**config.mk**
```make
export PLATFORM = sky130hd
export DESIGN_NAME = mem_bus_arbiter
export DESIGN_NICKNAME = d
export VERILOG_FILES = /design/src/rtl/mem_arb_pkg.sv /design/src/rtl/mem_bus_arbiter.sv
export SDC_FILE = /design/constraint.sdc
export NUM_CORES = 1
export LEC_CHECK = 0
export CORE_ASPECT_RATIO = 1.1
export CORE_MARGIN = 2
export CORE_UTILIZATION = 37
export DETAILED_ROUTE_END_ITERATION = 8
export GPL_ROUTABILITY_DRIVEN = 1
export GPL_TIMING_DRIVEN = 0
export HOLD_SLACK_MARGIN = 0.06
export PLACE_DENSITY = 0.85
export RECOVER_POWER = 50
export SKIP_CTS_REPAIR_TIMING = 1
export SLEW_MARGIN = 25
export SYNTH_ARGS = -nofsm -noshare
export SYNTH_HDL_FRONTEND = slang
export SYNTH_SLANG_ARGS = --single-unit
```
**constraint.sdc**
```tcl
create_clock -name clk -period 2.1 [get_ports clk]
set_input_delay 0.21 -clock clk [delete_from_list [all_inputs] [get_ports clk]]
set_output_delay 0.21 -clock clk [all_outputs]
set_load 0.03 [all_outputs]
```
**src/rtl/mem_arb_pkg.sv**
```systemverilog
`default_nettype none
// ============================================================================
//  Module      : mem_arb_pkg
//  Description : Shared constants and types for the two-port mem_bus arbiter.
//                Arbiter state encodings, requester IDs, and the request
//                record latched on grant.
//  Revision    : 1.0 - initial release
// ============================================================================
package mem_arb_pkg;

    // Arbiter state encodings
    localparam logic [1:0] c_ARB_IDLE    = 2'd0;
    localparam logic [1:0] c_ARB_GRANT   = 2'd1;
    localparam logic [1:0] c_ARB_RELEASE = 2'd2;

    // Requester IDs
    localparam logic c_REQ_IFETCH = 1'b0;
    localparam logic c_REQ_LSU    = 1'b1;

    // Storage width of the address field; the arbiter narrows it to
    // ADDRESS_SIZE when driving the bus, so ADDRESS_SIZE must not exceed this.
    localparam int c_REQ_ADDR_W = 32;

    // Snapshot of a requester's fields, captured at grant time
    typedef struct packed {
        logic [c_REQ_ADDR_W-1:0] addr;
        logic [2:0]              num_bytes;
        logic                    is_write;
        logic [31:0]             wdata;
    } mem_req_t;

endpackage : mem_arb_pkg
`default_nettype wire

```
**src/rtl/mem_bus_arbiter.sv**
```systemverilog
`default_nettype none
// ============================================================================
//  Module      : mem_bus_arbiter
//  Description : Round-robin arbiter sharing one mem_bus request port between
//                instruction fetch (port 0) and load/store (port 1). Latches
//                the winner's request, drives the start/done handshake, and
//                aborts a transfer whose peripheral never answers.
//  Revision    : 1.0 - initial release
// ============================================================================
module mem_bus_arbiter
    import mem_arb_pkg::*;
#(
    parameter int ADDRESS_SIZE   = 18,
    parameter int TIMEOUT_CYCLES = 4095
) (
    input  logic                    clk,
    input  logic                    rst,
    input  logic                    r0_req,
    input  logic [ADDRESS_SIZE-1:0] r0_addr,
    input  logic [2:0]              r0_num_bytes,
    input  logic                    r0_is_write,
    input  logic [31:0]             r0_wdata,
    output logic                    r0_done,
    output logic                    r0_err,
    input  logic                    r1_req,
    input  logic [ADDRESS_SIZE-1:0] r1_addr,
    input  logic [2:0]              r1_num_bytes,
    input  logic                    r1_is_write,
    input  logic [31:0]             r1_wdata,
    output logic                    r1_done,
    output logic                    r1_err,
    output logic [31:0]             rdata,
    output logic                    busy,
    output logic                    owner,
    output logic [ADDRESS_SIZE-1:0] bus_target_address,
    output logic [2:0]              bus_num_bytes,
    output logic                    bus_is_write,
    output logic [31:0]             bus_write_value,
    output logic                    bus_start_request,
    input  logic [31:0]             bus_fetched_value,
    input  logic                    bus_request_done
);

    // A zero TIMEOUT_CYCLES disables the watchdog; keep a 1-bit timer then
    localparam int c_TMR_W = (TIMEOUT_CYCLES > 0) ? $clog2(TIMEOUT_CYCLES + 1) : 1;
    localparam logic [c_TMR_W-1:0] c_TMO_LAST =
        (TIMEOUT_CYCLES > 0) ? c_TMR_W'(TIMEOUT_CYCLES - 1) : '0;
    localparam logic [c_TMR_W-1:0] c_TMR_MAX = '1;

    logic [1:0]         r_state;
    mem_req_t           r_req;
    logic               r_owner;
    logic               r_last_grant;
    logic               r_start;
    logic [c_TMR_W-1:0] r_timer;
    logic [31:0]        r_rdata;
    logic [1:0]         r_done;
    logic [1:0]         r_err;

    logic               w_pick_valid;
    logic               w_pick_id;
    mem_req_t           w_pick_req;
    logic               w_timeout;

    // Round-robin pick: a lone requester wins, a tie goes to the port not granted last
    always_comb begin
        w_pick_valid = r0_req | r1_req;
        if (r0_req && r1_req) begin
            w_pick_id = ~r_last_grant;
        end else begin
            w_pick_id = r1_req ? c_REQ_LSU : c_REQ_IFETCH;
        end
        if (w_pick_id == c_REQ_LSU) begin
            w_pick_req = '{addr: c_REQ_ADDR_W'(r1_addr), num_bytes: r1_num_bytes,
                           is_write: r1_is_write, wdata: r1_wdata};
        end else begin
            w_pick_req = '{addr: c_REQ_ADDR_W'(r0_addr), num_bytes: r0_num_bytes,
                           is_write: r0_is_write, wdata: r0_wdata};
        end
        w_timeout = (TIMEOUT_CYCLES != 0) && (r_timer == c_TMO_LAST);
    end

    // Arbitration FSM: IDLE -> GRANT -> RELEASE -> IDLE
    always_ff @(posedge clk) begin
        if (rst) begin
            r_state      <= c_ARB_IDLE;
            r_req        <= '0;
            r_owner      <= c_REQ_IFETCH;
            r_last_grant <= c_REQ_LSU;
            r_start      <= 1'b0;
            r_timer      <= '0;
            r_rdata      <= '0;
            r_done       <= 2'b00;
            r_err        <= 2'b00;
        end else begin
            case (r_state)
                c_ARB_IDLE: begin
                    if (w_pick_valid) begin
                        r_req        <= w_pick_req;
                        r_owner      <= w_pick_id;
                        r_last_grant <= w_pick_id;
                        r_start      <= 1'b1;
                        r_timer      <= '0;
                        r_state      <= c_ARB_GRANT;
                    end
                end
                c_ARB_GRANT: begin
                    // A completion arriving on the timeout cycle still counts as success
                    if (bus_request_done) begin
                        r_rdata          <= bus_fetched_value;
                        r_done[r_owner]  <= 1'b1;
                        r_err[r_owner]   <= 1'b0;
                        r_start          <= 1'b0;
                        r_state          <= c_ARB_RELEASE;
                    end else if (w_timeout) begin
                        r_rdata          <= '0;
                        r_done[r_owner]  <= 1'b1;
                        r_err[r_owner]   <= 1'b1;
                        r_start          <= 1'b0;
                        r_state          <= c_ARB_RELEASE;
                    end else if (r_timer != c_TMR_MAX) begin
                        r_timer <= r_timer + 1'b1;
                    end
                end
                c_ARB_RELEASE: begin
                    // One start-low cycle lets mem_bus re-arm before the next grant
                    r_done  <= 2'b00;
                    r_err   <= 2'b00;
                    r_state <= c_ARB_IDLE;
                end
                default: begin
                    r_state <= c_ARB_IDLE;
                end
            endcase
        end
    end

    assign r0_done            = r_done[0];
    assign r1_done            = r_done[1];
    assign r0_err             = r_err[0];
    assign r1_err             = r_err[1];
    assign rdata              = r_rdata;
    assign busy               = (r_state != c_ARB_IDLE);
    assign owner              = r_owner;
    assign bus_target_address = r_req.addr[ADDRESS_SIZE-1:0];
    assign bus_num_bytes      = r_req.num_bytes;
    assign bus_is_write       = r_req.is_write;
    assign bus_write_value    = r_req.wdata;
    assign bus_start_request  = r_start;

endmodule : mem_bus_arbiter
`default_nettype wire
```
# After elaboration in Yosys (flattened, before gate mapping)
# Cells that the tools add are included.
[word_totals]
n_memories = 0
word_cells = 69
ff_bits = 107
mem_bits_ro = 0
out_inout_bits = 93
mem_bits_rw = 0
input_bits = 145
latchBits = 0
[op_classes]
magnitude_cmp = 2
addsub = 1
mux = 26
n_shift = 0
eq_ne = 9
div_mod_pow = 0
mul = 0
bitwise_logic = 6
n_reduce_logical = 13
[ops]
columns = ["op", "n"]
rows = [
  ["32-bit 2-to-1 mux", 2],
  ["54-bit 2-to-1 mux", 1],
  ["12-bit 2-to-1 mux", 4],
  ["12-bit one-hot mux with 2 select lines", 1],
  ["2-bit 2-to-1 mux", 7],
  ["12-bit by 1-bit adder with 12-bit output, second input constant", 1],
  ["12-bit == test, second input constant", 1],
  ["12-bit inequality test, second input constant", 1],
  ["2-bit one-hot mux with 2 select lines", 3],
  ["2-bit inequality test, second input constant", 4],
  ["2-bit AND reduction", 4],
  ["2-bit nonzero test", 4],
  ["1-bit 2-to-1 mux", 6],
  ["5-bit AND reduction", 1],
  ["2-bit OR", 2],
  ["3-bit inequality test, second input constant", 1],
  ["3-bit AND reduction", 1],
  ["2-bit AND", 1],
  ["2-bit by 1-bit == test with 1-bit output, second input constant", 1],
  ["2-bit == test, second input constant", 1],
  ["1-bit logical AND", 2],
  ["2-bit logical NOT", 1],
  ["1-bit by 2-bit less-than comparator with 1-bit output, second input constant", 1],
  ["2-bit NOT", 1],
  ["other kinds (5)", 5],
]

# Logic depth before layout (Yosys ltp)
[depth]
depth_word = 8
depth_mapped = 9
depth_no_buf = 7

# Worst setup path after synthesis
# OpenSTA, ideal clock, no wires.
[synth_timing]
path_kind = "reg-to-reg"
startpoint = "register r_state[1]"
endpoint = "register r_timer[0]"
path_buffers = 3
arrival_time_ns = 1.633
period_less_slack_ns = 1.765
setup_slack_ns = 0.335
setup_time_ns = 0.132
stages_incl_launch_ff = 9
cell_sequence = "dfxtp_1 > buf_2 > nor2_1 > inv_1 > nor2_1 > clkbuf_1 > or2_2 > clkbuf_1 > a21oi_1"
[synth_between]
elab_chain_cells = 3
elab_cells_between_ends = 9
classes_between = "eq/ne: 5; mux: 1; reduce/logical: 3"
[synth_lines]
columns = ["element", "line", "rtl"]
rows = [
  ["start, declared", "mem_bus_arbiter.sv:50", "logic [1:0] r_state;"],
  ["start signal, assigned", "mem_bus_arbiter.sv:86", "r_state <= c_ARB_IDLE;"],
  ["start signal, assigned", "mem_bus_arbiter.sv:104", "r_state <= c_ARB_GRANT;"],
  ["start signal, assigned", "mem_bus_arbiter.sv:114", "r_state <= c_ARB_RELEASE;"],
  ["2-bit by 1-bit == test with 1-bit output or 2-bit logical NOT (tied branches)", "mem_bus_arbiter.sv:96", "case (r_state)"],
  ["2-bit inequality test (no line) or 2-bit nonzero test (tied branches)", "-", ""],
  ["5-bit AND reduction (no line)", "-", ""],
  ["end signal, assigned", "mem_bus_arbiter.sv:122", "r_timer <= r_timer + 1'b1;"],
  ["end, declared", "mem_bus_arbiter.sv:55", "logic [c_TMR_W-1:0] r_timer;"],
]
# Several ways; a longest one is shown, not always the timed one.
# A chain may end at the register's enable or synchronous reset.

# Worst setup path in the final report
[layout_timing]
startpoint = "register r_timer[4]"
endpoint = "register r_rdata[8] (netlist: rdata[8])"
[layout_between]
elab_chain_cells = 3
[layout_lines]
columns = ["element", "line", "rtl"]
rows = [
  ["12-bit == test", "mem_bus_arbiter.sv:80", "w_timeout = (TIMEOUT_CYCLES != 0) && (r_timer == c_TMO_LAST);"],
  ["2-bit nonzero test (no line)", "-", ""],
  ["2-bit AND reduction (no line)", "-", ""],
  ["end signal, assigned", "mem_bus_arbiter.sv:110", "r_rdata <= bus_fetched_value;"],
  ["end, declared", "mem_bus_arbiter.sv:56", "logic [31:0] r_rdata;"],
]
# Every way passes these cells.

==> results <==
- The hold violation total from the final report is 0.
- The final layout contains routed wiring with a total length of 13.94 mm.
- The static leakage is roughly 3 nW.
- Excluding fillers, the count of instances in the completed layout stands at 840.
- The global placement routability congestion is 0.8439.
- The number of library cell types mapped by synthesis is 38.
- The type of the setup path with the least slack is flip-flop to flip-flop.
- Once layout is complete, the utilization of the core stands at 63.39%.
- The count of unresolved DRC violations after routing is 0.
- The element type at the critical path end is a flip-flop.
- The flow ran to the end, and the final reports show no timing, DRC or antenna violations.
- The synthesized design spends more area on one cell type than any other, namely dfxtp_1.
- The routed via count divided by cell count is 5.179.
- The first global-routing pass estimated 22.23 mm of wire.
- The buffer type at the clock tree root is clkbuf_16.
- The combinational share of power is 25.0%.
- The per-instance average area after synthesis is approximately 10 sq um.
- The initial antenna violation count is 0.
- The switching share of total power is 27.92%.
- The total core area is 11490 sq um.
- After the last flow step, the layout net total stands at around 830.
- The worst clock skew is roughly 0.0068 ns.
- The number of antenna diodes in the final layout is 0.
- The first TritonRoute pass finished after 4 iterations.
- The number of placed instances with taps included is 825.
- In this run, synthesis inferred 0 flip-flops with an integrated enable.
- For this run, the slowest stage of the critical path takes approximately 0.43 ns.
- For this run, asynchronously set or reset flops after synthesis account for 0%.
- Setup violations remaining at the end of the flow were counted as 0.
- In this run the cell area of the synthesized design comes to 4367 sq um.
- The initial utilization of the core area, before any placement, comes to 38.00%.
- At the later pin of the worst-skew pair, clock insertion delay measures 0.34 ns.
- The net switching power is 1.573 mW.
- Summing the sequential cell areas from Yosys gives 49.05% of the chip area.
- The number of standard-cell rows in the floorplan is a little over 40.
- For the pin with the worst max-slew slack, the measured transition is 0.6456 ns.
- The detail route stage leaves a number of antenna-violating nets equal to 0.
- The clock share of power is 34.7%.
- The die area is 12690 sq um.
- In this run the tool buffered the top-level ports with 237 buffer cells.
- The worst setup path is launched from a flip-flop.
- The area growth from synthesis to layout is 66.82%.
- The proportion of netlist area held by the largest area contributor is 49.05%.
- In the synthesized netlist the dominant register cell turns out to be dfxtp_1.
- The HPWL after detailed placement is between 10 and 15 mm.
- By count the netlist is led by dfxtp_1 (107), nor2_1 (62), a211oi_1 (56).
- The routed design could run at a clock period as short as 1.985 ns.
- Setup repair after global routing left no endpoint under its margin.
- The tightest min-delay check is of the input pin to flip-flop type.
- Ranked by total cell area, the synthesized netlist is headed by dfxtp_1 (49%), mux2i_1 (12%), a211oi_1 (9.6%), a22o_1 (6.4%), nor2_1 (5.3%).
- The H-tree depth is 3.
- On the critical path, the stage with the largest delay is an instance of nor4_4.
- The period utilization is 94.53%.
- The worst hold slack is 0.4564 ns.
- The die span in y is between 100 and 150 um.
- Entering global routing, the biggest net connects 17 pins.
- The biggest fanout along the worst timing path is 10.
- The tool flagged a number of max-cap violations equal to 0.
- The count of boundary I/O pins is ~240.
- The maximum count of clock buffers along a single path is 2.
- Counting every net in the synthesized netlist gives 585.
- Counting every instance in the synthesized netlist gives 438.
- The CTS clock-pin slew for the worst setup and hold paths is roughly 0.070 ns.
- The count of vias placed by the detailed router is ~4400.
- TritonCTS built the clock tree.
- In this run the power density over the cells is 773.3 nW/um^2.
- In this run the tightest slew margin relative to its limit is 56.96%.
- The arrival time reported for the critical path endpoint is 2.22 ns.
- The number of max-slew violations in the final report is 0.
- The die is 107.6 um wide.
- The peak supply drop is 0.3805 mV.
- For the worst setup path, the data required time is between 2 and 2.5 ns.
- The share of total power dissipated in sequential elements is 40.3%.
- Across every metal layer, demand over resource in global routing totals 21.89%.
- During synthesis, Yosys emitted a total of 0 warnings.
- The dominant cell by count in the synthesized netlist is dfxtp_1.
- The via count of the first global-routing pass is 4553.
- The flop and latch count out of synthesis is 107.
- In the final routed layout, each cell accounts on average for 16.60 um.
- The total number of clock tree sinks is roughly 110.
- The internal power of the cells totals 4.060 mW.
- The number of buffers inserted during clock tree synthesis is 9.
- Derived from the worst setup path, the maximum achievable clock frequency is about 500 MHz.
- The signal on the critical path passes through nand4_1 > nor4_4 > or2_2 > a31oi_4 > buf_6 > a22o_1.
- The fraction of layout cells with a size suffix above 1 is 6.522%.
- Summed over all layers, the global routing overflow is 0.
- The iteration-0 DRC count of the detailed router is 136.
- The filler cells instantiated in the layout total 955.
-- layout make-up --
cell class	instances	area (sq um)	area share, %
plain buffers	38	201.4	2.765
inverters	7	26.28	0.3607
repair buffers	237	2372	32.57
flip-flops and latches	107	2142	29.41
well taps	150	187.7	2.576
clock inverters	4	97.59	1.340
multi-input cells	286	2004	27.52
clock buffers	11	252.7	3.470
-- state kept, by name, summed over array words and instances (netlist names), 2 cells and up --
name                count
bus_write_value        32
rdata                  32
bus_target_address     18
r_timer                12
bus_num_bytes           3
r_done                  2
r_err                   2
r_state                 2
-- path summary, 6_finish.rpt --
kind,from,endpoint,slack [ns],cells past startpoint
max,r_timer[4],rdata[8],0.11,6
min,bus_fetched_value[31],rdata[31],0.46,2
max reg2reg,r_timer[4],rdata[8],0.11,6
min reg2reg,bus_start_request,bus_start_request,0.47,1
-- kinds of logic after synthesis --
group	synth area share (%)
flip-flops	49.05
adder cells (fa/ha/maj)	0.5730
AND/OR/NAND/NOR	11.15
multiplexers	12.38
AO/OA/AOI/OAI	21.75
buffers and inverters	5.100
-- critical path: cells and delay by family (launching register included) --
family                 cells  cell delay [ns]
AND/OR/NAND/NOR            3             0.89
flip-flops                 1             0.42
AO/OA/AOI/OAI              2             0.38
buffers and inverters      1             0.19
-- routing by layer --
metal / track usage (%) / wire length (um)
met3: 6.368 / 1195
met5: 0 / 0
met4: 8.173 / 265
met2: 39.11 / 7178
met1: 24.16 / 5300
-- layout by cell type (no fill, tap or decap), types with 3 or more instances in the layout --
master	n
nor2_1	61
clkbuf_2	3
or3_1	5
buf_6	5
clkdlybuf4s50_1	144
a211oi_1	56
mux2i_1	54
o31ai_1	6
clkbuf_16	9
or4_1	6
buf_2	14
clkbuf_1	16
or2_2	3
dfxtp_1	107
o21ai_0	5
nand3_1	4
nand2_1	10
a21oi_1	18
inv_1	7
dlygate4sd3_1	93
bufinv_16	3
a22o_1	32
-- power by group through the flow --
stage               clock (mW)  sequential, mW  combinational (mW)
CTS                       1.99            2.28                1.47
global route              2.07            2.29                1.50
detailed placement           0            2.32                1.46
floorplan                    0            2.61               0.440
finish                    1.95            2.27                1.41
global placement             0            2.31                1.43
-- stage by stage --
stage | TNS (ns) | power (mW) | area (sq um) | setup slack [ns]
2_1_floorplan | 0 | 3.055 | 4367 | 0.3346
6_report | 0 | 5.633 | 7284 | 0.1148
5_1_grt | 0 | 5.859 | 7284 | 0.02500
4_1_cts | -2.198 | 5.737 | 7277 | -0.1325
3_5_place_dp | -2.857 | 3.787 | 6927 | -0.1428
3_3_place_gp | -1.000 | 3.744 | 6927 | -0.07169
Note: power is estimated with default switching activity, not from simulation.
